**src/rtl/keccak_pi_inv_stream.sv**
```systemverilog
// keccak_pi_inv_stream
//   Lane-serial inverse of the Keccak pi step. A full 25-lane state arrives
//   one lane per accepted beat in natural order (index 5*i+j). It is buffered,
//   then replayed one lane per beat in inverse-pi order. Fill and drain
//   alternate on a single buffer, so they never overlap.
//
// Ports
//   clk        clock, rising edge
//   rst_n      asynchronous active-low reset (clears buffer, returns to FILL)
//   clear      synchronous abort, wins over both handshakes
//   in_valid   in_lane holds a lane
//   in_ready   block accepts a lane this cycle (high only while filling)
//   in_lane    input lane, index implied by arrival order
//   out_valid  out_lane holds a lane (high only while draining)
//   out_ready  downstream accepts out_lane this cycle
//   out_lane   output lane, inverse-pi order
//   out_last   marks the 25th output lane
//
// state | meaning
// FILL  | accepting lanes 0..24 into buffer[cnt]
// DRAIN | presenting buffer[src(cnt)] for cnt = 0..24
module keccak_pi_inv_stream #(
  parameter int l = 6,
  parameter int w = 2**l
) (
  input  logic         clk,
  input  logic         rst_n,
  input  logic         clear,
  input  logic         in_valid,
  output logic         in_ready,
  input  logic [w-1:0] in_lane,
  output logic         out_valid,
  input  logic         out_ready,
  output logic [w-1:0] out_lane,
  output logic         out_last
);

  typedef enum logic {
    FILL  = 1'b0,
    DRAIN = 1'b1
  } state_t;

  state_t       state_q, state_d;
  logic [4:0]   cnt_q, cnt_d;
  logic [4:0]   src_idx;
  logic         wr_en;
  logic [w-1:0] lanes_q [25];

  // Output lane k = 5p+q reads buffered lane 5q + ((2p+q) mod 5).
  // Kept as a constant table so no modulo hardware is built.
  always_comb begin
    src_idx = 5'd0;
    case (cnt_q)
      5'd0:  src_idx = 5'd0;
      5'd1:  src_idx = 5'd6;
      5'd2:  src_idx = 5'd12;
      5'd3:  src_idx = 5'd18;
      5'd4:  src_idx = 5'd24;
      5'd5:  src_idx = 5'd2;
      5'd6:  src_idx = 5'd8;
      5'd7:  src_idx = 5'd14;
      5'd8:  src_idx = 5'd15;
      5'd9:  src_idx = 5'd21;
      5'd10: src_idx = 5'd4;
      5'd11: src_idx = 5'd5;
      5'd12: src_idx = 5'd11;
      5'd13: src_idx = 5'd17;
      5'd14: src_idx = 5'd23;
      5'd15: src_idx = 5'd1;
      5'd16: src_idx = 5'd7;
      5'd17: src_idx = 5'd13;
      5'd18: src_idx = 5'd19;
      5'd19: src_idx = 5'd20;
      5'd20: src_idx = 5'd3;
      5'd21: src_idx = 5'd9;
      5'd22: src_idx = 5'd10;
      5'd23: src_idx = 5'd16;
      5'd24: src_idx = 5'd22;
      default: src_idx = 5'd0;
    endcase
  end

  always_comb begin
    state_d   = state_q;
    cnt_d     = cnt_q;
    wr_en     = 1'b0;
    in_ready  = 1'b0;
    out_valid = 1'b0;
    out_last  = 1'b0;
    case (state_q)
      FILL: begin
        in_ready = 1'b1;
        if (in_valid) begin
          wr_en = 1'b1;
          if (cnt_q == 5'd24) begin
            state_d = DRAIN;
            cnt_d   = 5'd0;
          end else begin
            cnt_d = cnt_q + 5'd1;
          end
        end
      end
      DRAIN: begin
        out_valid = 1'b1;
        out_last  = (cnt_q == 5'd24);
        if (out_ready) begin
          if (cnt_q == 5'd24) begin
            state_d = FILL;
            cnt_d   = 5'd0;
          end else begin
            cnt_d = cnt_q + 5'd1;
          end
        end
      end
      default: begin
        state_d = FILL;
        cnt_d   = 5'd0;
      end
    endcase
    // abort overrides any handshake, including a write in the same cycle
    if (clear) begin
      state_d = FILL;
      cnt_d   = 5'd0;
      wr_en   = 1'b0;
    end
  end

  always_ff @(posedge clk or negedge rst_n) begin
    if (!rst_n) begin
      state_q <= FILL;
      cnt_q   <= 5'd0;
    end else begin
      state_q <= state_d;
      cnt_q   <= cnt_d;
    end
  end

  always_ff @(posedge clk or negedge rst_n) begin
    if (!rst_n) begin
      for (int i = 0; i < 25; i++) lanes_q[i] <= '0;
    end else if (wr_en) begin
      lanes_q[cnt_q] <= in_lane;
    end
  end

  // Buffer is always initialised, so this never carries X even outside DRAIN.
  assign out_lane = lanes_q[src_idx];

endmodule

```
**config.mk**
```make
export PLATFORM = sky130hd
export DESIGN_NAME = keccak_pi_inv_stream
export DESIGN_NICKNAME = d
export VERILOG_FILES = /design/src/rtl/keccak_pi_inv_stream.sv
export SDC_FILE = /design/constraint.sdc
export NUM_CORES = 2
export LEC_CHECK = 0
export CORE_MARGIN = 2
export CORE_UTILIZATION = 50
export DETAILED_ROUTE_END_ITERATION = 8
export MAX_ROUTING_LAYER = met4
export PLACE_DENSITY = 0.77
export SYNTH_ARGS = -nofsm -noshare
export SYNTH_HDL_FRONTEND = slang
export SYNTH_SLANG_ARGS = --single-unit
```
**constraint.sdc**
```tcl
create_clock -name clk -period 3.4 [get_ports clk]
set_clock_uncertainty 0.2 [all_clocks]
set_input_delay 0.34 -clock clk [delete_from_list [all_inputs] [get_ports clk]]
set_output_delay 0.34 -clock clk [all_outputs]
set_load 0.03 [all_outputs]
```
==> flow_summary.json <==
{
  "status": "complete, but fails checks",
  "synth_top_area_share_pct": 54.8,
  "rsz0062_at_grt": "true",
  "layout.cells.most_common_list": "dfrtp_1 (1,603), mux2_2 (1,601), nand2_1 (1,295)",
  "path_class": "register to primary output",
  "crit_path_top_delay_cell": "dfrtp_1",
  "final_common_cell": "dfrtp_1",
  "fmax_ghz": 0.229,
  "synth_ff_type": "dfrtp_1",
  "synth_xor_area_share_pct": 0.0239,
  "setup_ws_ns": -0.973,
  "power_frac_comb_pct": 26.6,
  "vias": 56000,
  "synth_edf_count": 0,
  "yosys.cell_types.count": 56,
  "cts.sinks": 1606,
  "finalHoldViolCount": 0,
  "dieArea_um2": 150000,
  "crit_fanout": 7,
  "seq_area_frac_synth_pct": 54.8,
  "core-area_um2": 146000,
  "grt_pass1_wl_um": 357000,
  "syn_inst": 6220,
  "ir_worst_vdd_v": 0.000604,
  "critPathMaxStageDelay_ns": 0.42,
  "path_buf_inv": 8,
  "grtUsageTotal_pct": 32.2,
  "start_util_pct": 50.3,
  "drv_slew": 0,
  "synth_top_family_by_area": "multiplexers",
  "drt-total-wl_um": 249000,
  "crit_arrival_ns": 3.83,
  "final_net_count": 6649,
  "synthesis.area_um2": 73400,
  "drtIter0Drc": 6746,
  "critPathTopFamily": "buffers and inverters",
  "drive_gt1_share_pct": 41.4,
  "async_flop_share_pct": 100,
  "maxCapViolCount": 0,
  "gp_congestion": 0.877,
  "layoutNonFillerInstCount": 8639,
  "grt.overflow.total": 0,
  "slew_headroom_pct": 25.8,
  "synth_warnings": 0,
  "swShare_pct": 30.9,
  "clkTransAtPathRegs_ns": 0.06,
  "rr_startpoint": "state_q$_DFF_PN0_",
  "crit_chain": "inv_2, ha_4, inv_4, o221ai_4, and2_4, buf_12, buf_6, clkbuf_16, buf_4, mux2i_1, a32oi_2, nand4b_1, nand4_1, buf_4, buf_6",
  "antenna_found_initial": 23,
  "pin_count": 136,
  "grt_max_degree": 171,
  "cts_tree": "done",
  "worstSetupEndpointType": "primary output",
  "areaGrowthSynthToFinish_pct": 23.6,
  "drc": 0,
  "firstDrtPassIters": 6,
  "dp_slack_ns": -0.283,
  "synth_compound_area_share_pct": 2.62,
  "ys_ff_latch": 1606,
  "fin_tns_setup_ns": -48.49,
  "final.min_clock_period_ns": 4.37,
  "worstMarginPinSlew_ns": 1.11,
  "power.internal_mw": 38.0,
  "p_leak_nw": 42.4,
  "crit_required_ns": 2.86,
  "cts_max_path_buffers": 3,
  "violations": "negative setup slack",
  "post-route-period-util_pct": 129,
  "die_h_um": 387,
  "first_global_vias": 55900,
  "cp-startpoint": "cnt_q[1]$_DFFE_PN0P_",
  "num_rows": 140,
  "synth_top_area_cell": "dfrtp_1",
  "synthAdderAreaFrac_pct": 0.0853,
  "seqPwrFrac_pct": 40.3,
  "clk_root_buffer_cell": "clkbuf_16",
  "syn_area_per_cell_um2": 11.8,
  "htreeDepth": 4,
  "startpoint_type": "register",
  "powerDensity_nw_per_um2": 607,
  "synth_nets": 6294,
  "synthSimpleGateAreaFrac_pct": 12.5,
  "drt.antenna.violating_nets": 0,
  "power_switching_mw": 17.0,
  "setup_violations": 64,
  "io_buffers": 135,
  "dp_cells": 8076,
  "clkPwrFrac_pct": 33.1,
  "detailed_place_hpwl_um": 129000,
  "cts_buffers": 161,
  "clk_latency_ns": 0.82,
  "die-width_um": 387,
  "wire_per_inst_um": 28.8,
  "muxShareOfSynthArea_pct": 26.6,
  "hp-class": "input port to asynchronous set/reset pin",
  "viasPerCell": 6.48,
  "yosys-top-cells-area": "dfrtp_1 (55%), mux2_2 (25%), nand2_1 (6.8%)"
}
[what timing repair did]
action / in CTS / in global routing
hold buffers: 2 / 0
resized for setup: 330 / 256
endpoints found under the setup margin: 65 / 64
pin swaps: 143 / 161
hold endpoints to repair: 1040 / 0
cloned: 47 / 21
buffers inserted: 135 / 77
[area by class of cell]
| type | instances | area [um2] |
|---|---|---|
| multi-input combinational | 4058 | 32400 |
| tap | 1917 | 2400 |
| antenna | 21 | 52.6 |
| fill | 9991 | 55000 |
| clock inverter | 37 | 480 |
| clock buffer | 252 | 4880 |
| sequential | 1606 | 40200 |
| timing repair buffer | 741 | 10300 |
| inverter | 7 | 33.8 |
[cells by family after synthesis]
| kind of cell | Yosys count |
|---|---|
| AO/OA/AOI/OAI | 243 |
| adder cells (fa/ha/maj) | 5 |
| multiplexers | 1741 |
| flip-flops | 1606 |
| AND/OR/NAND/NOR | 2067 |
| buffers and inverters | 556 |
| XOR/XNOR | 2 |
[worst register-to-register path, stage by stage (launching register included)]
cell and delay [ns]:
dfrtp_1 0.43, nor2b_1 0.28, nor2b_1 0.18, buf_4 0.22, nand2_1 0.18, nor2_4 0.63, buf_12 0.30, mux2_2 0.38
[final timing paths]
kind	depth (start not counted)	slack [ns]	to
worst max-delay path	15	-0.97	out_lane[10]
worst min-delay path	3	0.09	lanes_q[910]$_DFFE_PN0P_
worst max register to register	7	0.46	lanes_q[750]$_DFFE_PN0P_
worst min register to register	1	0.30	lanes_q[863]$_DFFE_PN0P_
max in group asynchronous	4	1.92	lanes_q[448]$_DFFE_PN0P_
min in group clk	3	0.10	state_q$_DFF_PN0_
[state kept, by name, indices dropped and copies added, names as in the netlist]
signal	cells
cnt_q	5
lanes_q	1600
state_q	1
[power by group through the flow]
stage          registers [mW]  clock network [mW]  logic [mW]
2_1_floorplan            22.1                   0        6.22
3_3_place_gp             22.3                   0        11.0
3_5_place_dp             22.4                   0        11.2
4_1_cts                  22.1                18.2        13.3
5_1_grt                  22.4                19.1        15.1
6_report                 22.2                18.2        14.6
[layer usage]
metal / up-vias / share of wire [%] / global-route usage [%]
li1: 22700 / - / -
met1: 28700 / 37 / 40.9
met2: 3521 / 45 / 46.6
met3: 1090 / 12 / 8.01
met4: 0 / 7.0 / 19.4
met5: - / 0 / -
[synth_stat cells, types with 2 or more instances]
master       n
dfrtp_1   1606
mux2_2    1601
nand2_1   1332
nand3_1    435
clkbuf_1   319
nand4_1    177
buf_2      173
mux2i_1    135
a32oi_1    128
a31oi_1     65
nand4b_1    59
buf_4       23
buf_1       22
nor2_1      19
buf_6       12
a21oi_1      9
a211oi_1     8
and2_1       8
and3_1       6
nor3_1       6
a311oi_1     5
ha_1         5
inv_1        5
mux4_2       5
o211ai_1     5
o21ai_0      5
a221oi_1     4
nand2b_1     4
nor2_2       4
inv_2        2
nor2_4       2
nor2b_1      2
nor3b_1      2
o31ai_1      2
or2_2        2
or3_1        2
xnor2_1      2
[stage by stage]
| step | cell area (um2) | util [%] | hold WS [ns] | power [mW] |
|---|---|---|---|---|
| final | 90700 | 62.2 | 0.0869 | 55.0 |
| after global routing | 90700 | 62.2 | 0.111 | 56.6 |
| after CTS | 88600 | 60.8 | 0.0660 | 53.5 |
| after detailed placement | 79300 | 54.4 | 0.0610 | 33.6 |
| after global placement | 79300 | 54.4 | 0.0595 | 33.3 |
| after floorplan | 73400 | - | -0.156 | 28.3 |
(Power assumes the default switching activity.)
